File: src/rtl/mux_sel_scheduler_if.sv
// mux_sel_scheduler_if: request/select/sample bundle between a 4:1 mux sampler and its client
interface mux_sel_scheduler_if #(
    parameter int CNT_W = 8
);
    logic             en;
    logic [3:0]       req;
    logic             mux_out;
    logic [1:0]       sel;
    logic             sel_valid;
    logic             sample;
    logic [1:0]       sample_ch;
    logic             sample_valid;
    logic [CNT_W-1:0] sample_count;

    modport master (
        output en, req, mux_out,
        input  sel, sel_valid, sample, sample_ch, sample_valid, sample_count
    );

    modport slave (
        input  en, req, mux_out,
        output sel, sel_valid, sample, sample_ch, sample_valid, sample_count
    );
endinterface

File: src/rtl/mux_sel_scheduler.sv
// mux_sel_scheduler: round-robin mux select driver with dwell hold and tagged capture
module mux_sel_scheduler #(
    parameter int DWELL = 4,
    parameter int CNT_W = 8
) (
    input logic               clk,
    input logic               rst_n,
    mux_sel_scheduler_if.slave bus
);
    typedef enum logic [1:0] {IDLE, ARB, HOLD, CAP} state_t;
    localparam int DW = DWELL > 1 ? $clog2(DWELL) : 1;

    state_t           state_q, state_d;
    logic [DW-1:0]    dwell_q, dwell_d;
    logic [1:0]       sel_q, sel_d, last_q, last_d, ch_q, ch_d;
    logic             sample_q, sample_d, sv_q, sv_d;
    logic [CNT_W-1:0] cnt_q, cnt_d;
    logic [7:0]       rot;
    logic [1:0]       off, grant;
    logic             active, capture;

    assign active  = bus.en && |bus.req;
    // rotate requests so the channel after last_ch lands in bit 0
    assign rot     = {bus.req, bus.req} >> (last_q + 3'd1);
    assign off     = rot[0] ? 2'd0 : rot[1] ? 2'd1 : rot[2] ? 2'd2 : 2'd3;
    assign grant   = last_q + 2'd1 + off;
    assign capture = state_q == CAP && bus.en;

    // state register
    always_ff @(posedge clk or negedge rst_n) begin
        if (!rst_n) state_q <= IDLE;
        else        state_q <= state_d;
    end

    // next-state logic; en low anywhere outside IDLE aborts to IDLE
    always_comb begin
        state_d = state_q;
        case (state_q)
            IDLE: state_d = active ? ARB : IDLE;
            ARB:  state_d = active ? HOLD : IDLE;
            HOLD: state_d = !bus.en ? IDLE : dwell_q == '0 ? CAP : HOLD;
            CAP:  state_d = active ? ARB : IDLE;
        endcase
    end

    // datapath next values: sel moves only on ARB->HOLD, capture only on an enabled CAP
    always_comb begin
        sel_d    = state_q == ARB && active ? grant : sel_q;
        dwell_d  = state_q == ARB ? DW'(DWELL - 1) :
                   state_q == HOLD && dwell_q != '0 ? dwell_q - DW'(1) : dwell_q;
        sample_d = capture ? bus.mux_out : sample_q;
        ch_d     = capture ? sel_q : ch_q;
        last_d   = capture ? sel_q : last_q;
        sv_d     = capture;
        cnt_d    = capture && !(&cnt_q) ? cnt_q + CNT_W'(1) : cnt_q;
    end

    // datapath registers; last_ch resets to 3 so the first grant scans from ch0
    always_ff @(posedge clk or negedge rst_n) begin
        if (!rst_n) begin
            dwell_q  <= '0;
            sel_q    <= 2'd0;
            last_q   <= 2'd3;
            ch_q     <= 2'd0;
            sample_q <= 1'b0;
            sv_q     <= 1'b0;
            cnt_q    <= '0;
        end else begin
            dwell_q  <= dwell_d;
            sel_q    <= sel_d;
            last_q   <= last_d;
            ch_q     <= ch_d;
            sample_q <= sample_d;
            sv_q     <= sv_d;
            cnt_q    <= cnt_d;
        end
    end

    // outputs; sel_valid follows the registered state so it never glitches
    always_comb begin
        bus.sel          = sel_q;
        bus.sel_valid    = state_q == HOLD || state_q == CAP;
        bus.sample       = sample_q;
        bus.sample_ch    = ch_q;
        bus.sample_valid = sv_q;
        bus.sample_count = cnt_q;
    end
endmodule

File: src/flat_wrapper.sv
// flat-port wrapper written by rule: the top's interface ports become plain ports
module mux_sel_scheduler_flat 
#(
    parameter int DWELL = 4,
    parameter int CNT_W = 8
)
  (clk, rst_n, bus_en, bus_req, bus_mux_out, bus_sel, bus_sel_valid, bus_sample, bus_sample_ch, bus_sample_valid, bus_sample_count);
  mux_sel_scheduler_if #(.CNT_W(CNT_W)) bus_i ();
  input logic clk;
  input logic rst_n;
  input wire logic [$bits(bus_i.en)-1:0] bus_en;
  input wire logic [$bits(bus_i.req)-1:0] bus_req;
  input wire logic [$bits(bus_i.mux_out)-1:0] bus_mux_out;
  output wire logic [$bits(bus_i.sel)-1:0] bus_sel;
  output wire logic [$bits(bus_i.sel_valid)-1:0] bus_sel_valid;
  output wire logic [$bits(bus_i.sample)-1:0] bus_sample;
  output wire logic [$bits(bus_i.sample_ch)-1:0] bus_sample_ch;
  output wire logic [$bits(bus_i.sample_valid)-1:0] bus_sample_valid;
  output wire logic [$bits(bus_i.sample_count)-1:0] bus_sample_count;
  assign bus_i.en = bus_en;
  assign bus_i.req = bus_req;
  assign bus_i.mux_out = bus_mux_out;
  assign bus_sel = bus_i.sel;
  assign bus_sel_valid = bus_i.sel_valid;
  assign bus_sample = bus_i.sample;
  assign bus_sample_ch = bus_i.sample_ch;
  assign bus_sample_valid = bus_i.sample_valid;
  assign bus_sample_count = bus_i.sample_count;
  mux_sel_scheduler #(.DWELL(DWELL), .CNT_W(CNT_W)) u_core (.clk(clk), .rst_n(rst_n), .bus(bus_i));
endmodule
File: config.mk
export PLATFORM = sky130hd
export DESIGN_NAME = mux_sel_scheduler_flat
export DESIGN_NICKNAME = d
export VERILOG_FILES = /design/src/rtl/mux_sel_scheduler_if.sv /design/src/rtl/mux_sel_scheduler.sv /design/src/flat_wrapper.sv
export SDC_FILE = /design/constraint.sdc
export NUM_CORES = 1
export LEC_CHECK = 0
export ABC_AREA = 1
export CORE_ASPECT_RATIO = 1.25
export CORE_MARGIN = 2
export CORE_UTILIZATION = 45
export DETAILED_ROUTE_END_ITERATION = 7
export PLACE_DENSITY = 0.75
export SLEW_MARGIN = 20
export SYNTH_ARGS = -nofsm -noshare
export SYNTH_HDL_FRONTEND = slang
export SYNTH_SLANG_ARGS = --single-unit
File: constraint.sdc
create_clock -name clk -period 1.65 [get_ports clk]
set_clock_uncertainty 0.15 [all_clocks]
set_input_delay 0.165 -clock clk [delete_from_list [all_inputs] [get_ports clk]]
set_output_delay 0.165 -clock clk [all_outputs]
set_load 0.02 [all_outputs]
==> results of run 1 <==
==> worst paths after layout <==
| kind | endpoint | cells past startpoint | slack (ps) |
|---|---|---|---|
| worst max-delay path | u_core.bus.sel[1] | 10 | -130 |
| worst min-delay path | u_core.dwell_q[0] | 2 | 20 |
| min in group clk | u_core.bus.sample | 3 | 240 |
| max in group asynchronous | u_core.last_q[0] | 2 | 1060 |
| worst max register to register | u_core.bus.sel[1] | 10 | -130 |
| worst min register to register | u_core.bus.sample | 2 | 340 |
==> cells in the final DEF (no fill, tap or decap), types with 3 or more instances in the layout <==
cell type / synthesis / final
buf_4: 0 / 22
clkbuf_4: 0 / 3
clkdlybuf4s50_1: 0 / 9
dfrtp_1: 18 / 18
dlygate4sd2_1: 0 / 9
dlymetal6s2s_1: 0 / 3
ha_1: 7 / 5
inv_1: 17 / 15
inv_2: 2 / 4
nand2_1: 48 / 45
nand2_2: 0 / 3
nand3_1: 4 / 4
nor2_1: 5 / 5
o21ai_0: 12 / 8
xnor2_1: 4 / 4
xor2_1: 3 / 3
==> per-layer routing <==
layer	global-route usage, %	vias up	wire length [um]
li1	-	524	-
met1	20.9	480	963
met2	34.3	28	1300
met3	1.83	9	80
met4	13.1	0	106
met5	0	-	0
==> power by group through the flow <==
stage               Sequential (uW)  Combinational (uW)  Clock, uW
floorplan                       912                 494          0
finish                          813                1230        403
detailed placement              816                1090          0
global route                    835                1370        430
global placement                802                1040          0
CTS                             808                1120        415
==> sequential cells by signal, summed over array words and instances (netlist names) <==
register and flops:
u_core.bus.sample_count 8, u_core.bus.sample_ch 2, u_core.bus.sel 2, u_core.dwell_q 2
u_core.last_q 2, u_core.state_q 2, u_core.bus.sample 1, u_core.bus.sample_valid 1
==> per-stage QoR <==
stage	util [%]	hold WS [ps]	total power (uW)	instance area, um^2
2_1_floorplan	-	-281	1410	1090
3_5_place_dp	61.8	323	1900	1470
4_1_cts	65.1	13.3	2340	1550
5_1_grt	68.1	20.9	2640	1620
3_3_place_gp	61.8	315	1850	1470
6_report	68.1	15.8	2450	1620
==> area by class of cell <==
type,instances,share of cell area [%]
multi-input combinational,96,34.3
sequential,20,31.1
timing repair buffer,45,24.4
clock buffer,3,1.39
clock inverter,1,1.86
inverter,19,4.41
tap,33,2.55
==> what timing repair did <==
| item | in CTS | in global routing |
|---|---|---|
| gates cloned | 0 | 0 |
| resized for setup | 21 | 14 |
| pin swaps | 1 | 2 |
| setup endpoints to repair | 12 | 10 |
| buffers inserted | 4 | 4 |
==> kinds of logic (layout without fill, tap and decap cells) <==
kind of cell,after synthesis,in the layout
AND/OR/NAND/NOR,63,63
flip-flops,20,20
AO/OA/AOI/OAI,19,19
XOR/XNOR,7,7
adder cells (fa/ha/maj),7,7
buffers and inverters,19,68
==> critical path, cell delays in order (launching register included) <==
cell and delay [ps]:
dfstp_2 630, nor2_1 90, o21ai_1 150, o21ai_2 70, a32oi_1 150, ha_1 190
inv_1 40, nand3_1 70, nand2_1 50, nand2_1 50, nand2_1 40
==> results_dict.tcl, run 1 <==
set metrics [dict create \
    grt_pass1_vias 992 \
    instances_no_fill 217 \
    grt_max_degree 21 \
    synth_ff_type "dfrtp_1" \
    multi_input_area_um2 556 \
    yosysTopAreaCellShare_pct 41.1 \
    synth-compound-area-share_pct 10.6 \
    intPower_uw 1520 \
    synth-edff-count 0 \
    place_hpwl_um 1860 \
    outcome "complete, but fails checks" \
    synth_top_family_by_area "simple AND/OR/NAND/NOR gates" \
    synth_simple_gate_area_share_pct 23.3 \
    tightest_slew_ps 251 \
    synthTopCellsByArea "dfrtp_1, nand2_1, ha_1" \
    synth.most_common_cell "nand2_1" \
    area_growth_syn_to_layout_pct 47.8 \
    htree_levels 1 \
    grt_pass1_wl_um 3890 \
    min_period_ps 1780 \
    post-route-period-util_pct 108 \
    place_congestion 0.835 \
    syn-num-nets 150 \
    slew_headroom_pct 83.3 \
    place_ws_ps -242 \
    critPathRequiredTime_ps 1720 \
    fillers 201 \
    seqPwrFrac_pct 33.3 \
    yosysUniqueCellTypes 22 \
    synthAdderAreaFrac_pct 8.00 \
    syn_avg_cell_area_um2 8.11 \
    power.switching_uw 922 \
    wire_per_inst_um 11.3 \
    synth_xor_area_share_pct 5.60 \
    pwr-share-comb_pct 50.3 \
    syn_inst 135 \
    p_sw_share_pct 37.7 \
    ys_warn_count 0 \
    antenna_found_initial 0 \
    cts.sinks 20 \
    maxCapViolCount 0 \
    core_region_area_um2 2380 \
    track_usage_pct 19.6 \
    drive_gt1_share_pct 24.5 \
    p_per_area_nw_per_um2 1510 \
    drcViolationCount 0 \
    synth_seq_cells 20 \
    violations "negative setup slack" \
    clk_pin_slew_ps 120 \
    rsz0062_at_grt "true" \
    timing.fmax_mhz 563 \
    postCtsHoldBufs 0 \
    cp-start-kind "flop" \
    clk_latency_ps 310 \
    cts_tree "done" \
    die_area_um2 2850 \
    syn_area_um2 1090 \
    wl_um 2450 \
    crit_start "u_core.last_q[0]" \
    final_nets 200 \
    post-place-cells 205 \
    first_pass_iters 4 \
    regArea_um2 503 \
    async_flop_share_pct 100 \
    yosys-top-cells-count "nand2_1, dfrtp_1, inv_1" \
    drt_iter0_markers 8 \
    antenna_cells 0 \
    grt-ovfl-total 0 \
    yosysTopAreaCell "dfrtp_1" \
    setup_tns_ps -202 \
    crit_arrival_ps 1840 \
    path_max_fanout 7 \
    postRouteAntennaNets 0 \
    setup_viol 2 \
    hold_viol 0 \
    clk_path_buf_depth 2 \
    min_path_type "in -> async" \
    yosys-mux-area-fraction_pct 0 \
    pwr-share-clk_pct 16.5 \
    fp-row-count 20 \
    seq_area_frac_synth_pct 45.9 \
    r2r_start "u_core.last_q[0]" \
    finalMaxSlewViolations 0 \
    die_x_um 48.1 \
    cts_root_buf "clkbuf_4" \
    fin_ws_ps -125 \
    p_leak_uw 0.000890 \
    irDropWorstVdd_uv 1030 \
    critPathKind "reg -> reg" \
    ios 23 \
    end_kind "flop" \
    io_buffers 22 \
    drt-vias-per-instance 4.80 \
    numCtsBuffers 3 \
    initial_core_util_pct 46.1 \
    fp.dieH_um 59.1 \
    dr_total_vias 1041 \
]
No activity file was read; power rests on OpenSTA's default activity.
==> inputs of run 2 (changes only) <==
- CELL_PAD_IN_SITES_DETAIL_PLACEMENT: unset -> 2
- CELL_PAD_IN_SITES_GLOBAL_PLACEMENT: unset -> 2
- CORE_UTILIZATION: 45 -> 26
- PLACE_DENSITY: 0.75 -> unset
- PLACE_DENSITY_LB_ADDON: unset -> 0.1
==> run 2 against run 1 <==
Against the previous run: the run still ends with negative setup slack left; die area rose by 67%; hold slack better by 120 ps; sequential power fell by 2%; total power rose by 0.57%; combinational power up 8%; routed wire length increased by 38%; critical path type unchanged; critical endpoint is now u_core.bus.sel[0]; largest cell class unchanged.
==> results_dict.tcl, run 2 (synthesis results as in run 1) <==
set metrics [dict create \
    die_area_um2 4750 \
    post-place-cells 231 \
    place_area_um2 1520 \
    place_congestion 0.751 \
    cts_tree "done" \
    crit_arrival_ps 1850 \
    ios 23 \
    dr_total_vias 1084 \
    critPathKind "reg -> reg" \
    hold_slack_ps 134 \
    fin_ws_ps -200 \
    drcViolationCount 0 \
    fp.dieH_um 76.6 \
    instances_no_fill 244 \
    drt_iter0_markers 20 \
    violations "negative setup slack" \
    io_buffers 22 \
    first_pass_iters 2 \
    hold_viol 0 \
    p_leak_uw 0.000911 \
    largest_reg_flops 8 \
    cts_root_buf "clkbuf_8" \
    numCtsBuffers 3 \
    intPower_uw 1490 \
    rr_worst_depth 8 \
    tightest_slew_ps 278 \
    critPathRequiredTime_ps 1650 \
    cts.sinks 20 \
    area_growth_syn_to_layout_pct 53.6 \
    rsz0062_at_grt "true" \
    fp-row-count 26 \
    clk_path_buf_depth 2 \
    pwr-share-comb_pct 54.1 \
    grt_pass1_vias 1194 \
    place_hpwl_um 2620 \
    initial_core_util_pct 26.9 \
    p_per_area_nw_per_um2 1460 \
    htree_levels 1 \
    drt-vias-per-instance 4.44 \
    antenna_cells 0 \
    timing.rr.end "u_core.bus.sel[0]" \
    seqPwrFrac_pct 32.5 \
    wire_per_inst_um 13.9 \
    end_kind "flop" \
    postRouteAntennaNets 0 \
    p_sw_share_pct 39.5 \
    track_usage_pct 15.0 \
    min_period_ps 1850 \
    drive_gt1_share_pct 28.2 \
    cp-start-kind "flop" \
    slew_headroom_pct 81.3 \
    outcome "complete, but fails checks" \
    finalMaxSlewViolations 0 \
    clk_latency_ps 250 \
    power.switching_uw 972 \
    post-route-period-util_pct 112 \
    final_nets 204 \
    core_region_area_um2 4070 \
    pwr-share-clk_pct 13.4 \
    fillers 462 \
    setup_viol 2 \
    maxCapViolCount 0 \
    wl_um 3380 \
    die_x_um 62.0 \
    grt_max_degree 21 \
    most-common-layout-cells "nand2_1, buf_4, dfrtp_1, inv_1, clkdlybuf4s50_1" \
    layout_commonest_cell "nand2_1" \
    multi_input_area_um2 571 \
    grt_pass1_wl_um 5360 \
    clk_pin_slew_ps 80 \
    r2r_slack_ps -200 \
    stdcell_area_um2 1680 \
    antenna_found_initial 0 \
    timing.fmax_mhz 540 \
    regArea_um2 503 \
    grt-ovfl-total 0 \
    irDropWorstVdd_uv 569 \
    path_max_fanout 7 \
    setup_tns_ps -389 \
    r2r_start "u_core.last_q[0]" \
    min_path_type "in -> async" \
]
==> run 2: changes by cell type in the layout (fill, tap and decap cells not counted), moves of 3 or more <==
cell | before | now
clkbuf_8 | 0 | 3
clkbuf_4 | 3 | 0
buf_4 | 22 | 26
clkdlybuf4s50_1 | 9 | 13
dlygate4sd2_1 | 9 | 4
==> run 2: how the worst max path moves through the flow <==
stage / startpoint / endpoint / slack, ps
2_1_floorplan: u_core.last_q[0] / u_core.bus.sel[1] / -0.7
3_3_place_gp: bus_req[2] / u_core.bus.sel[1] / -240
3_5_place_dp: bus_req[2] / u_core.bus.sel[1] / -330
4_1_cts: u_core.last_q[0] / u_core.bus.sel[1] / -180
5_1_grt: u_core.last_q[0] / u_core.bus.sel[1] / -310
6_report: u_core.last_q[0] / u_core.bus.sel[0] / -200
==> run 2: per-stage QoR <==
step | power, uW | setup WS (ps) | utilization (%)
CTS | 2390 | -177 | 39.3
floorplan | 1410 | -0.694 | -
finish | 2460 | -200 | 41.4
global route | 2690 | -312 | 41.4
detailed placement | 2000 | -331 | 37.4
global placement | 1920 | -241 | 37.4
==> run 2: timing repair <==
action | in CTS | in global routing
cloned | 0 | 1
setup buffers | 3 | 5
hold buffers | 0 | 0
endpoints found under the setup margin | 7 | 17
resized for setup | 19 | 15
pin swaps | 2 | 5
==> run 2: critical path, stage by stage (launching register included) <==
cell     delay (ps)
dfstp_2         620
buf_4           140
nand2_2          50
and2_4          160
o21ai_2         100
a32oi_1          70
ha_2            320
nand2_1          50
o21a_1          100
==> run 2: layer usage <==
metal	global-route usage, %	vias to the layer above	part of all wire [%]
met1	15.7	531	36
met4	5.96	0	1.7
met2	28.7	17	60
li1	-	532	-
met3	0.849	4	2.1
met5	0	-	0
==> run 2: final cells by class <==
type	instances	share of cell area (%)
Timing Repair Buffer	48	25.1
Clock buffer	4	2.68
Sequential cell	20	29.9
Tap cell	56	4.17
Inverter	19	4.24
Multi-Input combinational cell	97	33.9
==> run 2: power groups by stage <==
stage	clock (uW)	sequential, uW	combinational [uW]
after global placement	0	802	1120
after detailed placement	0	816	1180
after CTS	350	811	1230
final	330	800	1330
after global routing	369	826	1490
after floorplan	0	912	494
==> inputs of run 3 (changes only) <==
- CAP_MARGIN: unset -> 30
- GPL_ROUTABILITY_DRIVEN: unset -> 0
==> results of run 3 <==
Same layout as run 2: the final DEF is identical, and so are final timing and power.
